`src/rtl/max_finder_seq.sv`:
```
// Frame-level max detector: consumes FRAME_LEN unsigned samples over a
// valid/ready handshake and reports the largest one plus its frame position.
// Ties keep the earliest position. The result is held until the consumer
// takes it, and no new sample is accepted while a result is pending.
module max_finder_seq #(
   parameter int WIDTH     = 4,
   parameter int FRAME_LEN = 8,
   parameter int IDX_W     = 3
) (
   input  logic             clk,
   input  logic             rst,
   input  logic             in_valid,
   output logic             in_ready,
   input  logic [WIDTH-1:0] in_data,
   output logic             out_valid,
   input  logic             out_ready,
   output logic [WIDTH-1:0] out_max,
   output logic [IDX_W-1:0] out_idx
);

   localparam logic [IDX_W-1:0] LAST_CNT = IDX_W'(FRAME_LEN - 1);

   // One-hot style encoding so that the two unused codes are detectable and
   // can be steered back to COLLECT.
   typedef enum logic [1:0] {
      COLLECT = 2'b01,
      HOLD    = 2'b10
   } state_t;

   state_t           state_q, state_d;
   logic [IDX_W-1:0] cnt_q, cnt_d;
   logic [WIDTH-1:0] max_q, max_d;
   logic [IDX_W-1:0] idx_q, idx_d;
   logic             valid_q, valid_d;
   logic             accept;

   // Ready depends only on the state register (and reset), never on in_valid.
   assign in_ready  = (state_q == COLLECT) && !rst;
   assign accept    = in_valid && in_ready;

   // The running max/index registers double as the result registers; their
   // value only matters while out_valid is high.
   assign out_valid = valid_q;
   assign out_max   = max_q;
   assign out_idx   = idx_q;

   // Next-state: running compare during COLLECT, hold-until-taken in HOLD.
   always_comb begin
      state_d = state_q;
      cnt_d   = cnt_q;
      max_d   = max_q;
      idx_d   = idx_q;
      valid_d = valid_q;
      case (state_q)
         COLLECT: begin
            if (accept) begin
               // First sample of a frame always seeds the running max; later
               // samples must be strictly larger to take over.
               if ((cnt_q == '0) || (in_data > max_q)) begin
                  max_d = in_data;
                  idx_d = cnt_q;
               end
               if (cnt_q == LAST_CNT) begin
                  state_d = HOLD;
                  valid_d = 1'b1;
                  cnt_d   = '0;
               end else begin
                  cnt_d = cnt_q + IDX_W'(1);
               end
            end
         end
         HOLD: begin
            if (valid_q && out_ready) begin
               state_d = COLLECT;
               valid_d = 1'b0;
               cnt_d   = '0;
            end
         end
         default: begin
            state_d = COLLECT;
            cnt_d   = '0;
            valid_d = 1'b0;
         end
      endcase
   end

   // State and datapath registers with synchronous reset.
   always_ff @(posedge clk) begin
      if (rst) begin
         state_q <= COLLECT;
         cnt_q   <= '0;
         max_q   <= '0;
         idx_q   <= '0;
         valid_q <= 1'b0;
      end else begin
         state_q <= state_d;
         cnt_q   <= cnt_d;
         max_q   <= max_d;
         idx_q   <= idx_d;
         valid_q <= valid_d;
      end
   end

endmodule
```
`config.mk`:
```
export PLATFORM = sky130hd
export DESIGN_NAME = max_finder_seq
export DESIGN_NICKNAME = d
export VERILOG_FILES = /design/src/rtl/max_finder_seq.sv
export SDC_FILE = /design/constraint.sdc
export NUM_CORES = 1
export LEC_CHECK = 0
export CAP_MARGIN = 20
export CORE_UTILIZATION = 46
export CTS_CLUSTER_DIAMETER = 200
export DETAILED_ROUTE_END_ITERATION = 8
export HOLD_SLACK_MARGIN = 0.1
export PLACE_DENSITY = 0.76
export SLEW_MARGIN = 40
export SYNTH_ARGS = -nofsm -noshare
export SYNTH_HDL_FRONTEND = slang
export SYNTH_SLANG_ARGS = --single-unit
```
`constraint.sdc`:
```
create_clock -name clk -period 2.1 [get_ports clk]
set_input_delay 0.63 -clock clk [delete_from_list [all_inputs] [get_ports clk]]
set_output_delay 0.63 -clock clk [all_outputs]
set_load 0.01 [all_outputs]
```
==> results of run 1 <==
placed cells by master, fill, tap and decap left out:
| cell type | count |
|---|---|
| a211oi_2 | 1 |
| dlygate4sd2_1 | 1 |
| nand4_1 | 1 |
| inv_1 | 7 |
| ha_1 | 5 |
| clkdlybuf4s50_1 | 13 |
| mux2_4 | 4 |
| o211ai_1 | 1 |
| dfxtp_1 | 12 |
| nand4b_1 | 1 |
| a21oi_4 | 1 |
| nand2_1 | 1 |
| buf_6 | 1 |
| and2b_2 | 1 |
| nor3b_4 | 1 |
| ha_4 | 1 |
| ha_2 | 1 |
| a21oi_1 | 2 |
| mux2i_1 | 5 |
| clkbuf_8 | 1 |
| nor2_1 | 6 |
| nand2b_1 | 5 |
| nor2b_1 | 3 |
| o211ai_2 | 1 |
| and2_0 | 1 |
| clkdlybuf4s15_2 | 1 |
| clkbuf_4 | 3 |
| a22oi_2 | 1 |
| nor3b_1 | 1 |
| nand3_1 | 1 |
| buf_4 | 3 |
| dlymetal6s2s_1 | 1 |
worst max-delay path: stages:
cell and delay, ns:
clkdlybuf4s50_1 0.46, inv_1 0.05, ha_2 0.17, nor2b_1 0.11
o211ai_1 0.15, a21oi_4 0.32, mux2_4 0.33
through the flow:
stage	worst slack (ns)	cell area, um^2
floorplan	0.2360	676.9
global placement	-0.3587	882.1
detailed placement	-0.3803	882.1
CTS	0.01533	918.4
global route	-0.01090	939.7
finish	0.04515	939.7
final timing paths:
| path | from | end | slack, ns | cells after the start |
|---|---|---|---|---|
| min reg2reg | out_idx[0] | out_idx[0] | 0.47 | 2 |
| max | in_data[0] | out_idx[2] | 0.05 | 7 |
| max reg2reg | out_max[1] | out_idx[2] | 0.38 | 6 |
| min | out_idx[0] | out_idx[0] | 0.47 | 2 |
flip-flops by register name (all words and copies together) (netlist names):
signal and cells:
cnt_q 3, out_idx 3, out_max 4, state_q 2
cell families after synthesis:
kind of cell / after synthesis
AND/OR/NAND/NOR: 22
multiplexers: 9
adder cells (fa/ha/maj): 7
AO/OA/AOI/OAI: 7
flip-flops: 12
buffers and inverters: 8
cell type report:
class / count / area share
timing repair buffer: 20 / 0.2091
inverter: 7 / 0.02796
multi-input combinational: 45 / 0.4487
tap: 15 / 0.01997
clock buffer: 4 / 0.03862
sequential: 12 / 0.2557
timing repair:
action	CTS	global route
setup endpoints to repair	1	7
pin swaps	0	3
resized for setup	4	4
hold buffers	0	0
report_power, final:
group,switching (mW),internal (mW)
Clock,0.0810,0.105
Sequential,0.00623,0.238
Combinational,0.0482,0.0670
Total,0.135,0.410
per-layer routing:
layer / up-vias / share of wire / global-route usage
met1: 239 / 0.48 / 0.1947
met3: 0 / 0.041 / 0.06667
met2: 9 / 0.48 / 0.2778
met5: - / 0 / 0
met4: 0 / 0 / 0.07500
li1: 269 / - / -
==> out/metrics.yaml, run 1 <==
placement:
  port_buffers: 16
  hpwl_um: 854.3
  dp.cells: 99
  gp_congestion: 0.6872
synth:
  synth_compound_area_frac: 0.1054
  synth_xor_area_frac: 0
  ys_types: 23
  yosys_warnings: 0
  synth_fa_ha_area_frac: 0.1294
  synth_top_area_share: 0.3549
  yosysMostFrequentCell: "dfxtp_1"
  postSynthAreaPerCell_um2: 10.41
  synthMuxAreaShare: 0.1627
  yosysSeqAreaShare: 0.3549
  yosys_register_bits: 12
  synth_common_cells: "12 x dfxtp_1, 7 x ha_1, 7 x inv_1"
  synth_cells: 65
  synth_nets: 80
  synthArstFlopShare: 0
  synth_area_leader_cell: "dfxtp_1"
  ys_top_cells_by_area: "dfxtp_1 35%, ha_1 13%, mux2_4 8.9%"
  synth-simple-area-share: 0.2033
  synth_top_family_by_area: "simple AND/OR/NAND/NOR gates"
  synth-edff-count: 0
  netlist_area_um2: 676.9
  synth-main-ff-cell: "dfxtp_1"
routing:
  drt_first_pass_iters: 4
  ant_nets: 0
  drc_errors: 0
  vias: 517
  drt_iter0_markers: 1
  wl_per_cell_um: 10.99
  routed_wl_um: 1132
  viasPerCell: 5.019
worst_setup_path:
  cp-start-kind: "input port"
  cp_data_required_time_ns: 2.26
  critical_path.endpoint_type: "flop"
  worstSetupPathType: "in2reg"
  path_max_fanout: 6
  crit_arrival_ns: 2.22
floorplanning:
  die-height_um: 40.36
  coreArea_mm2: 0.001334
  die_w_um: 40.36
  dieArea_mm2: 0.001629
  rows: 13
  start_util: 0.5075
  io_pins: 17
power_and_ir_drop:
  power_mw: 0.5455
  power.density_mw_per_mm2: 580.5
  p_leak_nw: 0.3863
  ir_drop_v: 0.0003151
layout:
  fillCellCount: 113
  finish.utilization: 0.7045
  final_nets: 104
  seqCellArea_um2: 240.2
  stdcell_count: 103
  multi_input_area_um2: 421.7
  drive_above_1_share: 0.2386
  diodes: 0
  syn2layout_area_growth_pct: 38.82
clock_network:
  clk_transition_reported_paths_ns: 0.08
  htreeDepth: 1
  cts_tree: "built"
  clk_path_buf_depth: 2
  clock-sinks: 12
  cts_setup_buffers: 0
  cts_root_buf: "clkbuf_4"
  clk_latency_ns: 0.27
  cts_inserted_buffers: 3
job:
  maxCapViolations: 0
sta:
  finalHoldViolCount: 0
  slew_viol_final: 0
  setup_tns_ns: 0
  slew_headroom: 0.8067
  setup_viol: 0
  fmax_mhz: 486.7
  period_needed_ns: 2.055
  fin_skew_ns: 0.006847
  worst_pin_slew_ns: 0.2893
  timing.hold.ws_ns: 0.4732
  fin_crit_sh: 0.9785
hold_path:
  hold_class: "reg2reg"
grt:
  antenna_found_initial: 0
  gr-total-overflow: 0
  grt_max_degree: 13
  grt_pass1_wl_um: 1794
  track_usage: 0.1706
  grt_pass1_vias: 477
outcome:
  status: "completed"
Power figures use the tool's default switching activity.
==> inputs of run 2 (changes only) <==
Settings changed: CAP_MARGIN 20 to 40, CORE_UTILIZATION 46 to 49, CTS_BUF_LIST set to sky130_fd_sc_hd__clkbuf_4, HOLD_SLACK_MARGIN 0.1 to 0.03, PLACE_DENSITY 0.76 to 0.8.
==> out/metrics.yaml, run 2 (synthesis gave the netlist of run 1 again) <==
worst_setup_path:
  path_max_fanout: 2
  critPathBufInv: 2
  worstSetupPathType: "in2out"
  path_delay_family: "buffers and inverters"
  critical_path.endpoint_type: "output pin"
  cp_data_required_time_ns: 1.47
  cp-start-kind: "input port"
  cpMaxStageDelayCell: "clkdlybuf4s50_1"
  crit_arrival_ns: 1.44
  worstPathCellList: "clkdlybuf4s50_1 > nor3b_4 > buf_2"
  crit_path_max_incr_delay_ns: 0.46
floorplanning:
  io_pins: 17
  die-height_um: 39.17
  die_w_um: 39.17
  coreArea_mm2: 0.001285
  dieArea_mm2: 0.001534
  rows: 13
  start_util: 0.5268
sta:
  worst_pin_slew_ns: 0.2894
  slew_headroom: 0.8066
  period_needed_ns: 2.068
  timing.hold.ws_ns: 0.4737
  fin_crit_sh: 0.9848
  setup_viol: 0
  fin_skew_ns: 0.004966
  worst_slack_ns: 0.03195
  finalHoldViolCount: 0
  fmax_mhz: 483.5
  slew_viol_final: 0
grt:
  grt_pass1_wl_um: 1766
  track_usage: 0.1754
  grt_pass1_vias: 454
  antenna_found_initial: 0
  gr-total-overflow: 0
  grt_max_degree: 13
job:
  maxCapViolations: 0
placement:
  gp_congestion: 0.6445
  dpl-instance-area_um2: 882.1
  port_buffers: 16
  dp.cells: 99
  place_ws_ns: -0.3829
  hpwl_um: 909.8
layout:
  final_area_um2: 923.4
  final_common_cell: "clkdlybuf4s50_1"
  final_cell_mix: "13 x clkdlybuf4s50_1, 12 x dfxtp_1, 6 x inv_1, 6 x nor2_1"
  diodes: 0
  largest_reg_flops: 4
  drive_above_1_share: 0.2414
  syn2layout_area_growth_pct: 36.41
  stdcell_count: 102
  final_nets: 104
clock_network:
  clk_latency_ns: 0.26
  clk_path_buf_depth: 2
  cts_inserted_buffers: 3
  cts_root_buf: "clkbuf_4"
  clk_transition_reported_paths_ns: 0.08
  clock-sinks: 12
  cts_tree: "built"
  htreeDepth: 1
  cts_setup_buffers: 0
routing:
  routed_wl_um: 1201
  drt_iter0_markers: 0
  drc_errors: 0
  drt_first_pass_iters: 1
  wl_per_cell_um: 11.77
  ant_nets: 0
  viasPerCell: 4.951
  vias: 505
power_and_ir_drop:
  p_leak_nw: 0.3850
  power.density_mw_per_mm2: 540.3
  power_mw: 0.4989
  ir_drop_v: 0.0003231
outcome:
  status: "completed"
hold_path:
  hold_class: "reg2reg"
-- run 2: power breakdown --
part	switching [mW]	leakage (nW)	total (mW)	internal [mW]
Combinational	0.0491	0.273	0.116	0.0673
Clock	0.0721	0.0138	0.138	0.0661
Sequential	0.00642	0.0979	0.244	0.238
Total	0.128	0.385	0.499	0.371
-- run 2: what timing repair did --
item / CTS / global route
setup endpoints to repair: 1 / 7
pin swaps: 0 / 3
hold buffers: 0 / 0
gates resized for setup: 4 / 6
-- run 2: final cells by class --
| cell class | count | area [um^2] |
|---|---|---|
| timing repair buffer | 20 | 193.9 |
| sequential | 12 | 240.2 |
| clock buffer | 3 | 22.52 |
| fill | 101 | 361.6 |
| multi-input combinational | 45 | 421.7 |
| tap | 15 | 18.77 |
| inverter | 7 | 26.28 |
-- run 2: per-layer routing --
layer  part of all wire  vias up  global-route usage
li1                   -      269                   -
met5                  0        -                   0
met4             0.0083        0              0.1034
met2               0.52        8              0.3083
met3              0.035        2             0.03468
met1               0.44      226              0.1903
-- run 2: final timing paths --
kind	endpoint	startpoint	slack (ns)	depth (start not counted)
setup / recovery	in_ready	rst	0.03	3
hold / removal	out_idx[1]	out_idx[1]	0.47	2
setup reg to reg	out_idx[2]	out_max[1]	0.39	6
hold reg to reg	out_idx[1]	out_idx[1]	0.47	2
-- run 2: metrics by stage --
stage / utilization / setup TNS, ns
after global routing: 0.7186 / -0.0005573
after floorplan: - / 0
after global placement: 0.6865 / -1.976
final: 0.7186 / 0
after detailed placement: 0.6865 / -2.129
after CTS: 0.7001 / 0
-- run 2: worst min-delay path: cells and delay by family, from the launching register on --
| kind | cells | cell delay (ns) |
|---|---|---|
| muxes | 1 | 0.06 |
| and+or+nand+nor | 1 | 0.06 |
| DFF | 1 | 0.31 |
==> inputs of run 3 (changes only) <==
Settings changed: CAP_MARGIN 40 to unset, SLEW_MARGIN 40 to unset.
==> results of run 3 <==
The final DEF is identical to that of run 2; final timing and power are the same.
